## src/rtl/mem2_stage_pkg.sv

```systemverilog
// Shared CPU definitions for the MEM2 stage: load/write-enable types, writeback select encoding, payload struct.
package mem2_stage_pkg;

    localparam int unsigned DATA_W  = 32;
    localparam int unsigned REG_W   = 5;
    localparam int unsigned WBSEL_W = 2;

    localparam logic [WBSEL_W-1:0] WBSEL_LOAD = 2'b11;

    typedef struct packed {
        logic       sign;
        logic [1:0] size;
        logic       lwl;
        logic       lwr;
    } LoadType;

    typedef struct packed {
        logic cp0;
        logic hi;
        logic lo;
        logic rf;
    } RegsWrType;

    // Passthrough payload carried from MEM1 to WB
    typedef struct packed {
        logic [DATA_W-1:0]  alu_out;
        logic [DATA_W-1:0]  pc;
        logic [DATA_W-1:0]  instr;
        logic [REG_W-1:0]   dst;
        logic [WBSEL_W-1:0] wb_sel;
        LoadType            load_type;
        RegsWrType          regs_wr_type;
        logic [DATA_W-1:0]  out_b;
        logic [DATA_W-1:0]  result;
    } mem2_fields_t;

    function automatic logic is_load(input logic [WBSEL_W-1:0] wb_sel, input RegsWrType rwt);
        return (wb_sel == WBSEL_LOAD) && (rwt != '0);
    endfunction

endpackage

```

## src/rtl/mem2_stage_if.sv

```systemverilog
// MEM1 -> MEM2 -> WB bus plus DCache read response and hazard controls.
interface mem2_stage_if
    import mem2_stage_pkg::*;
#(
    parameter int unsigned STALL_CNT_W = 32
);
    logic                   MEM2_Flush;
    logic                   MEM2_Wr;
    logic [DATA_W-1:0]      MEM1_ALUOut;
    logic [DATA_W-1:0]      MEM1_PC;
    logic [DATA_W-1:0]      MEM1_Instr;
    logic [REG_W-1:0]       MEM1_Dst;
    logic [WBSEL_W-1:0]     MEM1_WbSel;
    LoadType                MEM1_LoadType;
    RegsWrType              MEM1_RegsWrType;
    logic [DATA_W-1:0]      MEM1_OutB;
    logic [DATA_W-1:0]      MEM1_Result;
    logic                   DC_RValid;
    logic [DATA_W-1:0]      DC_RData;

    logic [DATA_W-1:0]      MEM2_ALUOut;
    logic [DATA_W-1:0]      MEM2_PC;
    logic [DATA_W-1:0]      MEM2_Instr;
    logic [DATA_W-1:0]      MEM2_OutB;
    logic [DATA_W-1:0]      MEM2_Result;
    logic [REG_W-1:0]       MEM2_Dst;
    logic [WBSEL_W-1:0]     MEM2_WbSel;
    LoadType                MEM2_LoadType;
    RegsWrType              MEM2_RegsWrType;
    logic [DATA_W-1:0]      MEM2_DMOut;
    logic                   MEM2_Stall_Req;
    logic [STALL_CNT_W-1:0] MEM2_StallCnt;

    modport slave (
        input  MEM2_Flush, MEM2_Wr, MEM1_ALUOut, MEM1_PC, MEM1_Instr, MEM1_Dst, MEM1_WbSel,
               MEM1_LoadType, MEM1_RegsWrType, MEM1_OutB, MEM1_Result, DC_RValid, DC_RData,
        output MEM2_ALUOut, MEM2_PC, MEM2_Instr, MEM2_OutB, MEM2_Result, MEM2_Dst, MEM2_WbSel,
               MEM2_LoadType, MEM2_RegsWrType, MEM2_DMOut, MEM2_Stall_Req, MEM2_StallCnt
    );

    modport master (
        output MEM2_Flush, MEM2_Wr, MEM1_ALUOut, MEM1_PC, MEM1_Instr, MEM1_Dst, MEM1_WbSel,
               MEM1_LoadType, MEM1_RegsWrType, MEM1_OutB, MEM1_Result, DC_RValid, DC_RData,
        input  MEM2_ALUOut, MEM2_PC, MEM2_Instr, MEM2_OutB, MEM2_Result, MEM2_Dst, MEM2_WbSel,
               MEM2_LoadType, MEM2_RegsWrType, MEM2_DMOut, MEM2_Stall_Req, MEM2_StallCnt
    );

endinterface

```

## src/rtl/mem2_stage_reg.sv

```systemverilog
// MEM2 pipeline register for passthrough fields; flush clears, write loads, otherwise hold.
module mem2_reg
    import mem2_stage_pkg::*;
(
    input  logic         clk,
    input  logic         resetn,
    input  logic         i_flush,
    input  logic         i_wr,
    input  mem2_fields_t i_d,
    output mem2_fields_t o_q
);

    mem2_fields_t r_q;

    always_ff @(posedge clk or negedge resetn) begin
        if (!resetn)      r_q <= '0;
        else if (i_flush) r_q <= '0;
        else if (i_wr)    r_q <= i_d;
    end

    assign o_q = r_q;

endmodule

```

## src/rtl/mem2_stage.sv

```systemverilog
// Second memory stage: stage register, DCache load-wait FSM with stall request,
// load data capture and saturating load-stall counter.
module mem2_stage
    import mem2_stage_pkg::*;
#(
    parameter int unsigned STALL_CNT_W = 32
)(
    input  logic        clk,
    input  logic        resetn,
    mem2_stage_if.slave bus
);

    typedef enum logic [1:0] {S_IDLE, S_WAIT, S_DRAIN} state_t;

    state_t                 r_state;
    state_t                 w_state_nxt;
    logic                   w_accept;
    logic                   w_cap_load;
    logic                   w_busy;
    logic [DATA_W-1:0]      r_dmout;
    logic [STALL_CNT_W-1:0] r_stall_cnt;
    mem2_fields_t           w_d;
    mem2_fields_t           w_q;

    always_comb begin
        w_d.alu_out      = bus.MEM1_ALUOut;
        w_d.pc           = bus.MEM1_PC;
        w_d.instr        = bus.MEM1_Instr;
        w_d.dst          = bus.MEM1_Dst;
        w_d.wb_sel       = bus.MEM1_WbSel;
        w_d.load_type    = bus.MEM1_LoadType;
        w_d.regs_wr_type = bus.MEM1_RegsWrType;
        w_d.out_b        = bus.MEM1_OutB;
        w_d.result       = bus.MEM1_Result;
    end

    mem2_reg u_reg (
        .clk     (clk),
        .resetn  (resetn),
        .i_flush (bus.MEM2_Flush),
        .i_wr    (bus.MEM2_Wr),
        .i_d     (w_d),
        .o_q     (w_q)
    );

    assign w_cap_load = bus.MEM2_Wr && !bus.MEM2_Flush && is_load(bus.MEM1_WbSel, bus.MEM1_RegsWrType);
    assign w_busy     = (r_state != S_IDLE);

    always_ff @(posedge clk or negedge resetn) begin
        if (!resetn) r_state <= S_IDLE;
        else         r_state <= w_state_nxt;
    end

    // Response in the capture cycle is taken directly; a flushed wait drains the orphan response
    always_comb begin
        w_state_nxt = r_state;
        w_accept    = 1'b0;
        case (r_state)
            S_IDLE: begin
                if (w_cap_load) begin
                    if (bus.DC_RValid) w_accept    = 1'b1;
                    else               w_state_nxt = S_WAIT;
                end
            end
            S_WAIT: begin
                if (bus.DC_RValid) begin
                    w_state_nxt = S_IDLE;
                    w_accept    = !bus.MEM2_Flush;
                end else if (bus.MEM2_Flush) begin
                    w_state_nxt = S_DRAIN;
                end
            end
            S_DRAIN: begin
                if (bus.DC_RValid) w_state_nxt = S_IDLE;
            end
            default: w_state_nxt = S_IDLE;
        endcase
    end

    // Flush clears load data only when no response is outstanding
    always_ff @(posedge clk or negedge resetn) begin
        if (!resetn)                               r_dmout <= '0;
        else if (w_accept)                         r_dmout <= bus.DC_RData;
        else if (bus.MEM2_Flush && !w_busy)        r_dmout <= '0;
    end

    always_ff @(posedge clk or negedge resetn) begin
        if (!resetn)                           r_stall_cnt <= '0;
        else if (w_busy && (r_stall_cnt != '1)) r_stall_cnt <= r_stall_cnt + STALL_CNT_W'(1);
    end

    assign bus.MEM2_ALUOut     = w_q.alu_out;
    assign bus.MEM2_PC         = w_q.pc;
    assign bus.MEM2_Instr      = w_q.instr;
    assign bus.MEM2_Dst        = w_q.dst;
    assign bus.MEM2_WbSel      = w_q.wb_sel;
    assign bus.MEM2_LoadType   = w_q.load_type;
    assign bus.MEM2_RegsWrType = w_q.regs_wr_type;
    assign bus.MEM2_OutB       = w_q.out_b;
    assign bus.MEM2_Result     = w_q.result;
    assign bus.MEM2_DMOut      = r_dmout;
    assign bus.MEM2_Stall_Req  = w_busy;
    assign bus.MEM2_StallCnt   = r_stall_cnt;

endmodule
```

## src/flat_wrapper.sv

```systemverilog
// flat-port wrapper written by rule: the top's interface ports become plain ports
module mem2_stage_flat import mem2_stage_pkg::*;
#(
    parameter int unsigned STALL_CNT_W = 32
)
  (clk, resetn, bus_MEM2_Flush, bus_MEM2_Wr, bus_MEM1_ALUOut, bus_MEM1_PC, bus_MEM1_Instr, bus_MEM1_Dst, bus_MEM1_WbSel, bus_MEM1_LoadType, bus_MEM1_RegsWrType, bus_MEM1_OutB, bus_MEM1_Result, bus_DC_RValid, bus_DC_RData, bus_MEM2_ALUOut, bus_MEM2_PC, bus_MEM2_Instr, bus_MEM2_OutB, bus_MEM2_Result, bus_MEM2_Dst, bus_MEM2_WbSel, bus_MEM2_LoadType, bus_MEM2_RegsWrType, bus_MEM2_DMOut, bus_MEM2_Stall_Req, bus_MEM2_StallCnt);
  mem2_stage_if #(.STALL_CNT_W(STALL_CNT_W)) bus_i ();
  input  logic clk;
  input  logic resetn;
  input wire logic [$bits(bus_i.MEM2_Flush)-1:0] bus_MEM2_Flush;
  input wire logic [$bits(bus_i.MEM2_Wr)-1:0] bus_MEM2_Wr;
  input wire logic [$bits(bus_i.MEM1_ALUOut)-1:0] bus_MEM1_ALUOut;
  input wire logic [$bits(bus_i.MEM1_PC)-1:0] bus_MEM1_PC;
  input wire logic [$bits(bus_i.MEM1_Instr)-1:0] bus_MEM1_Instr;
  input wire logic [$bits(bus_i.MEM1_Dst)-1:0] bus_MEM1_Dst;
  input wire logic [$bits(bus_i.MEM1_WbSel)-1:0] bus_MEM1_WbSel;
  input wire logic [$bits(bus_i.MEM1_LoadType)-1:0] bus_MEM1_LoadType;
  input wire logic [$bits(bus_i.MEM1_RegsWrType)-1:0] bus_MEM1_RegsWrType;
  input wire logic [$bits(bus_i.MEM1_OutB)-1:0] bus_MEM1_OutB;
  input wire logic [$bits(bus_i.MEM1_Result)-1:0] bus_MEM1_Result;
  input wire logic [$bits(bus_i.DC_RValid)-1:0] bus_DC_RValid;
  input wire logic [$bits(bus_i.DC_RData)-1:0] bus_DC_RData;
  output wire logic [$bits(bus_i.MEM2_ALUOut)-1:0] bus_MEM2_ALUOut;
  output wire logic [$bits(bus_i.MEM2_PC)-1:0] bus_MEM2_PC;
  output wire logic [$bits(bus_i.MEM2_Instr)-1:0] bus_MEM2_Instr;
  output wire logic [$bits(bus_i.MEM2_OutB)-1:0] bus_MEM2_OutB;
  output wire logic [$bits(bus_i.MEM2_Result)-1:0] bus_MEM2_Result;
  output wire logic [$bits(bus_i.MEM2_Dst)-1:0] bus_MEM2_Dst;
  output wire logic [$bits(bus_i.MEM2_WbSel)-1:0] bus_MEM2_WbSel;
  output wire logic [$bits(bus_i.MEM2_LoadType)-1:0] bus_MEM2_LoadType;
  output wire logic [$bits(bus_i.MEM2_RegsWrType)-1:0] bus_MEM2_RegsWrType;
  output wire logic [$bits(bus_i.MEM2_DMOut)-1:0] bus_MEM2_DMOut;
  output wire logic [$bits(bus_i.MEM2_Stall_Req)-1:0] bus_MEM2_Stall_Req;
  output wire logic [$bits(bus_i.MEM2_StallCnt)-1:0] bus_MEM2_StallCnt;
  assign bus_i.MEM2_Flush = bus_MEM2_Flush;
  assign bus_i.MEM2_Wr = bus_MEM2_Wr;
  assign bus_i.MEM1_ALUOut = bus_MEM1_ALUOut;
  assign bus_i.MEM1_PC = bus_MEM1_PC;
  assign bus_i.MEM1_Instr = bus_MEM1_Instr;
  assign bus_i.MEM1_Dst = bus_MEM1_Dst;
  assign bus_i.MEM1_WbSel = bus_MEM1_WbSel;
  assign bus_i.MEM1_LoadType = bus_MEM1_LoadType;
  assign bus_i.MEM1_RegsWrType = bus_MEM1_RegsWrType;
  assign bus_i.MEM1_OutB = bus_MEM1_OutB;
  assign bus_i.MEM1_Result = bus_MEM1_Result;
  assign bus_i.DC_RValid = bus_DC_RValid;
  assign bus_i.DC_RData = bus_DC_RData;
  assign bus_MEM2_ALUOut = bus_i.MEM2_ALUOut;
  assign bus_MEM2_PC = bus_i.MEM2_PC;
  assign bus_MEM2_Instr = bus_i.MEM2_Instr;
  assign bus_MEM2_OutB = bus_i.MEM2_OutB;
  assign bus_MEM2_Result = bus_i.MEM2_Result;
  assign bus_MEM2_Dst = bus_i.MEM2_Dst;
  assign bus_MEM2_WbSel = bus_i.MEM2_WbSel;
  assign bus_MEM2_LoadType = bus_i.MEM2_LoadType;
  assign bus_MEM2_RegsWrType = bus_i.MEM2_RegsWrType;
  assign bus_MEM2_DMOut = bus_i.MEM2_DMOut;
  assign bus_MEM2_Stall_Req = bus_i.MEM2_Stall_Req;
  assign bus_MEM2_StallCnt = bus_i.MEM2_StallCnt;
  mem2_stage #(.STALL_CNT_W(STALL_CNT_W)) u_core (.clk(clk), .resetn(resetn), .bus(bus_i));
endmodule
```

## config.mk

```make
export PLATFORM = sky130hd
export DESIGN_NAME = mem2_stage_flat
export DESIGN_NICKNAME = d
export VERILOG_FILES = /design/src/rtl/mem2_stage_pkg.sv /design/src/rtl/mem2_stage_if.sv /design/src/rtl/mem2_stage_reg.sv /design/src/rtl/mem2_stage.sv /design/src/flat_wrapper.sv
export SDC_FILE = /design/constraint.sdc
export NUM_CORES = 1
export LEC_CHECK = 0
export ABC_AREA = 0
export ABC_CLOCK_PERIOD_IN_PS = 2090
export CAP_MARGIN = 0
export CORE_AREA = 2 2 179 181
export DETAILED_ROUTE_END_ITERATION = 8
export DIE_AREA = 0 0 181 183
export HOLD_SLACK_MARGIN = 0.08
export PLACE_DENSITY = 0.66
export SLEW_MARGIN = 5
export SYNTH_ARGS = -nofsm -noshare
export SYNTH_HDL_FRONTEND = slang
export SYNTH_SLANG_ARGS = --single-unit
```

## constraint.sdc

```tcl
create_clock -name clk -period 2.09 [get_ports clk]
set_clock_uncertainty 0.05 [all_clocks]
set_input_delay 0.3135 -clock clk [delete_from_list [all_inputs] [get_ports clk]]
set_output_delay 0.3135 -clock clk [all_outputs]
set_load 0.005 [all_outputs]
```

==> impl_metrics.json, run 1 <==
{
  "via_per_inst": 4.60,
  "r2r_slack_ns": 0.12,
  "met1Wirelength_um": 12200,
  "die_area_um2": 33100,
  "power_leakage_uw": 0.00738,
  "mappedNetlistArea_um2": 9780,
  "drt_iter0_drc": 399,
  "clock-sinks": 242,
  "status": "complete, no violations",
  "fin_area_um2": 15900,
  "clockBufferDepth": 3,
  "synth_area_leader_cell": "dfrtp_1",
  "synth_nets": 1008,
  "num_rows": 65,
  "rsz0062_at_grt": "no",
  "start_kind": "flip-flop",
  "holdPathEnd": "u_core.r_state[1]",
  "r2r-start": "u_core.bus.MEM2_StallCnt[11]",
  "slew_headroom_pct": 42.7,
  "globalplace.congestion": 0.811,
  "post_drt_wl_per_cell_um": 17.7,
  "clkTransAtPathRegs_ns": 0.06,
  "hold_viol": 0,
  "worst_pin_slew_ns": 0.859,
  "grt_max_degree": 118,
  "yosysWarnings": 0,
  "netlist_instances": 794,
  "clk-insertion-delay-late_ns": 0.52,
  "worstHoldStart": "bus_MEM2_Flush",
  "ir_worst_vdd_mv": 0.578,
  "grt_pass1_wl_um": 46300,
  "dr.pass1.iters": 4,
  "yosys.area.top_type_share_pct": 61.9,
  "top_layer": "met4",
  "die_y_um": 183,
  "avgSynthCellArea_um2": 12.3,
  "setup_viol": 0,
  "cts_tree": "built",
  "maxCapViolCount": 0,
  "final_nets": 1484,
  "min_delay_path_depth": 4,
  "synth_area_leaders": "dfrtp_1 (62%), mux2i_1 (18%), nor2_1 (7.2%), a22o_1 (2.9%), xnor2_1 (1.8%)",
  "yosysUniqueCellTypes": 39,
  "areaGrowthSynthToFinish_pct": 62.7,
  "portBuffers": 453,
  "layout-drive-gt1-share_pct": 7.85,
  "power.total_uw": 11400,
  "fmax_mhz": 507,
  "core_area_um2": 31200,
  "overflow": 0,
  "slew_viol_final": 0,
  "period_needed_ns": 1.97,
  "period_share_pct": 94.3,
  "drcViolationCount": 0,
  "routed-wl-met2_um": 14700,
  "final_cell_mix": "clkdlybuf4s50_1 (449), dfrtp_1 (241), nor2_1 (188), mux2i_1 (177), buf_4 (37)",
  "start_util_pct": 31.3,
  "arrival_ns": 2.36,
  "worstSetupEndpointType": "flip-flop",
  "critPathRequiredTime_ns": 2.48,
  "cellPowerDensity_nw_per_um2": 714,
  "placed_area_um2": 15000,
  "clockRootBuffer": "clkbuf_16",
  "dp_hpwl_um": 21800,
  "fillers": 2763,
  "numCtsBuffers": 26,
  "synth_edf_count": 0,
  "synth-main-ff-cell": "dfrtp_1",
  "async_flop_share_pct": 100,
  "vias": 7776,
  "wl_met3_um": 2390,
  "seq_area_frac_synth_pct": 61.9,
  "path_max_fanout": 8,
  "worstReg2RegEnd": "u_core.bus.MEM2_StallCnt[15]",
  "die_width_um": 181,
  "antenna_found_initial": 1,
  "grt_pass1_vias": 8153,
  "track_usage_pct": 17.5,
  "min_path_type": "in2reg",
  "timing_worst_setup_path_type": "reg2reg",
  "reg2reg_depth": 6,
  "drt_wl_total_um": 29900,
  "io_pins": 454,
  "ant_nets": 0,
  "htree_levels": 1,
  "whs_ns": 0.176,
  "synth_seq_cells": 242,
  "final_common_cell": "clkdlybuf4s50_1"
}
[through the flow]
step                worst slack [ns]  util [%]  setup TNS, ns  cells
floorplan                     0.0684         -              0    794
global placement              -0.309      48.1          -9.71   1642
detailed placement            -0.333      48.1         -10.32   1642
CTS                            0.109      50.9              0   1688
global route                 0.00114      51.0              0   1690
finish                         0.118      51.0              0   1690
[power breakdown]
part / leakage, uW / total, uW / internal [uW] / switching, uW
logic: 0.00370 / 1670 / 1040 / 637
registers: 0.00325 / 5100 / 4930 / 165
clock network: 0.000426 / 4600 / 2790 / 1810
[critical path, cell delays in order, from the launching register on]
cell     delay [ns]
dfrtp_1        0.42
nand4_4        0.11
or4_4          0.54
o31a_1         0.35
buf_4          0.19
nand4_1        0.11
xnor2_1        0.13
[Yosys cell counts (2+ instances only)]
master	instances
buf_1	23
buf_2	3
xnor2_1	20
mux2_2	4
and3_2	2
nand4_1	17
clkbuf_1	21
nor2_1	188
and4_1	2
and3_1	6
a22o_1	32
nor3_1	3
inv_1	3
nand2_1	14
xor2_1	8
mux2i_1	177
nand3_1	8
dfrtp_1	242
[worst max path at each step]
stage / cells past startpoint / slack, ns / end / startpoint
floorplan: 7 / 0.07 / u_core.bus.MEM2_StallCnt[21] / u_core.bus.MEM2_StallCnt[8]
global placement: 7 / -0.31 / u_core.bus.MEM2_DMOut[17] / bus_MEM1_RegsWrType[0]
detailed placement: 7 / -0.33 / u_core.bus.MEM2_DMOut[18] / bus_MEM1_RegsWrType[0]
CTS: 6 / 0.11 / u_core.bus.MEM2_StallCnt[15] / u_core.bus.MEM2_StallCnt[11]
global route: 6 / 0.001 / u_core.bus.MEM2_StallCnt[15] / u_core.bus.MEM2_StallCnt[11]
finish: 6 / 0.12 / u_core.bus.MEM2_StallCnt[15] / u_core.bus.MEM2_StallCnt[11]
[final cells by class]
type | count | area [um2] | share of cell area [%]
diodes | 1 | 2.50 | 0.0157
inverters | 3 | 11.3 | 0.0707
flip-flops and latches | 242 | 6060 | 38.0
clock buffers | 42 | 822 | 5.16
well taps | 402 | 503 | 3.16
repair buffers | 497 | 4960 | 31.2
multi-input cells | 500 | 3520 | 22.1
clock inverters | 3 | 40.0 | 0.252
[what timing repair did]
| action | in CTS | in global routing |
|---|---|---|
| hold endpoints to repair | 54 | 0 |
| setup buffers | 0 | 1 |
| gates resized for setup | 2 | 2 |
| pin swaps | 0 | 0 |
| setup endpoints to repair | 1 | 4 |
| hold buffers | 1 | 0 |
| cloned | 0 | 0 |
[registers in the layout (all words and copies together), names as in the netlist]
signal,cells
u_core.u_reg.o_q,176
u_core.bus.MEM2_DMOut,32
u_core.bus.MEM2_StallCnt,32
u_core.r_state,2
[layer usage]
layer	GRT usage, %	vias to the layer above
li1	-	3664
met1	21.2	3781
met2	30.4	287
met3	5.08	44
met4	4.94	0
met5	0	-
[kinds of logic after synthesis]
family	after synthesis	synth area share, %
fa+ha+maj	1	0.128
mux	181	18.6
flops	242	61.9
buf+inv	52	2.23
xor+xnor	28	2.51
compound gates	38	3.30
simple gates	252	11.4
No activity file was read; power rests on OpenSTA's default activity.
==> run 2, diff against run 1 <==
--- a/config.mk
+++ b/config.mk
@@ -17,3 +17,4 @@
 export SYNTH_ARGS = -nofsm -noshare
 export SYNTH_HDL_FRONTEND = slang
 export SYNTH_SLANG_ARGS = --single-unit
+export TNS_END_PERCENT = 5
==> impl_metrics.json, run 2 (synthesized netlist as in run 1, its figures left out) <==
{
  "status": "complete, no violations",
  "power_leakage_uw": 0.00737,
  "dp.cells": 1642,
  "period_needed_ns": 1.97,
  "holdPathEnd": "u_core.r_state[1]",
  "num_rows": 65,
  "critPathSlowestCell": "or4_4",
  "io_pins": 454,
  "path_cells": "nand4_4 -> or4_4 -> o31a_1 -> buf_4 -> nand4_1 -> xnor2_1",
  "path_max_fanout": 8,
  "p_comb_share_pct": 14.7,
  "met3_usage_pct": 5.08,
  "track_usage_pct": 17.5,
  "post_drt_wl_per_cell_um": 17.7,
  "rsz0062_at_grt": "no",
  "seqCellArea_um2": 6060,
  "postCtsSetupBuffers": 0,
  "clkPwrFrac_pct": 40.5,
  "vias": 7770,
  "layout-drive-gt1-share_pct": 7.78,
  "worstHoldStart": "bus_MEM2_Flush",
  "globalplace.congestion": 0.811,
  "drcViolationCount": 0,
  "largest_reg_flops": 176,
  "grt_pass1_wl_um": 46300,
  "areaGrowthSynthToFinish_pct": 62.7,
  "dp_hpwl_um": 21800,
  "path_delay_family": "simple AND/OR/NAND/NOR gates",
  "maxCapViolCount": 0,
  "placed_area_um2": 15000,
  "overflow": 0,
  "internal_power_uw": 8750,
  "min_delay_path_depth": 4,
  "cts_tree": "built",
  "power_frac_seq_pct": 44.8,
  "layout.cells.non_filler": 1689,
  "grt_use_met1_pct": 21.2,
  "grt_util_met2_pct": 30.4,
  "clock-sinks": 242,
  "timing_worst_setup_path_type": "reg2reg",
  "cellPowerDensity_nw_per_um2": 714,
  "die_area_um2": 33100,
  "clkTransAtPathRegs_ns": 0.06,
  "worstSetupEndpointType": "flip-flop",
  "die_y_um": 183,
  "clk-insertion-delay-late_ns": 0.52,
  "min_path_type": "in2reg",
  "grt_pass1_vias": 8153,
  "grt_max_degree": 118,
  "start_kind": "flip-flop",
  "busiest_layer": "met2",
  "setup_viol": 0,
  "core_area_um2": 31200,
  "reg2reg_depth": 6,
  "r2r-start": "u_core.bus.MEM2_StallCnt[11]",
  "slew_viol_final": 0,
  "antenna_found_initial": 1,
  "hold_viol": 0,
  "final_cell_mix": "clkdlybuf4s50_1 (449), dfrtp_1 (241), nor2_1 (188), mux2i_1 (177), buf_4 (36)",
  "final_nets": 1483,
  "fillers": 2764,
  "slew_headroom_pct": 42.7,
  "via_per_inst": 4.60,
  "drt_wl_total_um": 29900,
  "fin_area_um2": 15900,
  "portBuffers": 453,
  "clockRootBuffer": "clkbuf_16",
  "arrival_ns": 2.36,
  "swShare_pct": 23.0,
  "multi_input_area_um2": 3530,
  "clockBufferDepth": 3,
  "r2r_slack_ns": 0.12,
  "dr.pass1.iters": 4,
  "start_util_pct": 31.3,
  "worst_pin_slew_ns": 0.859,
  "final_common_cell": "clkdlybuf4s50_1",
  "die_width_um": 181,
  "numCtsBuffers": 26,
  "ir_worst_vdd_mv": 0.579,
  "period_share_pct": 94.4,
  "slowest_delay_ns": 0.54,
  "switchingPower_uw": 2610,
  "cp_num_buf_inv": 1,
  "htree_levels": 1,
  "ant_nets": 0,
  "worstReg2RegEnd": "u_core.bus.MEM2_StallCnt[15]",
  "fmax_mhz": 507,
  "startpoint": "u_core.bus.MEM2_StallCnt[11]",
  "critPathRequiredTime_ns": 2.48,
  "drt_iter0_drc": 392
}
==> run 2: worst max path at each step <==
stage                                   end  slack (ns)  cells after the start
6_report       u_core.bus.MEM2_StallCnt[15]        0.12                      6
5_1_grt        u_core.bus.MEM2_StallCnt[15]       0.001                      6
4_1_cts        u_core.bus.MEM2_StallCnt[15]        0.11                      6
3_5_place_dp      u_core.bus.MEM2_DMOut[18]       -0.33                      7
3_3_place_gp      u_core.bus.MEM2_DMOut[17]       -0.31                      7
2_1_floorplan  u_core.bus.MEM2_StallCnt[21]        0.07                      7
==> run 2: metrics by stage <==
stage          setup WS, ns  power (uW)  setup TNS (ns)  hold WS (ns)  util [%]
6_report              0.116       11400               0         0.176      51.0
5_1_grt             0.00110       11900               0         0.184      51.0
4_1_cts               0.109       11500               0         0.143      50.9
3_5_place_dp         -0.333        6860          -10.32         0.261      48.1
3_3_place_gp         -0.309        6830           -9.71         0.255      48.1
2_1_floorplan        0.0684        5670               0       -0.0321         -
==> run 2: area by class of cell <==
class | count | share of cell area (%)
Sequential cell | 242 | 38.1
Antenna cell | 1 | 0.0157
Timing Repair Buffer | 496 | 31.1
Multi-Input combinational cell | 500 | 22.2
Clock inverter | 3 | 0.252
Tap cell | 402 | 3.16
Inverter | 3 | 0.0708
Clock buffer | 42 | 5.17
==> run 2: worst register-to-register path, cell delays in order, from the launching register on <==
cell and delay, ns:
dfrtp_1 0.42, nand4_4 0.11, or4_4 0.54, o31a_1 0.35
buf_4 0.19, nand4_1 0.11, xnor2_1 0.13
==> run 2: routing by layer <==
layer  wire [um]  up-vias  share of wire (%)
met5           0        -                  0
met2       14700      291                 49
met1       12100     3775                 41
li1            -     3662                  -
met3        2410       42                8.1
met4         697        0                2.3
==> run 2: power groups by stage <==
stage | Sequential, uW | Combinational, uW | Clock [uW]
CTS | 5090 | 1700 | 4750
detailed placement | 5170 | 1690 | 0
global route | 5130 | 1800 | 4940
floorplan | 5180 | 497 | 0
global placement | 5160 | 1670 | 0
finish | 5090 | 1670 | 4600
==> run 2: what timing repair did <==
| item | CTS | global route |
|---|---|---|
| pin swaps | 0 | 1 |
| gates cloned | 0 | 0 |
| endpoints found under the hold margin | 54 | 0 |
| gates resized for setup | 2 | 3 |
| hold buffers | 1 | 0 |
| setup endpoints to repair | 1 | 4 |
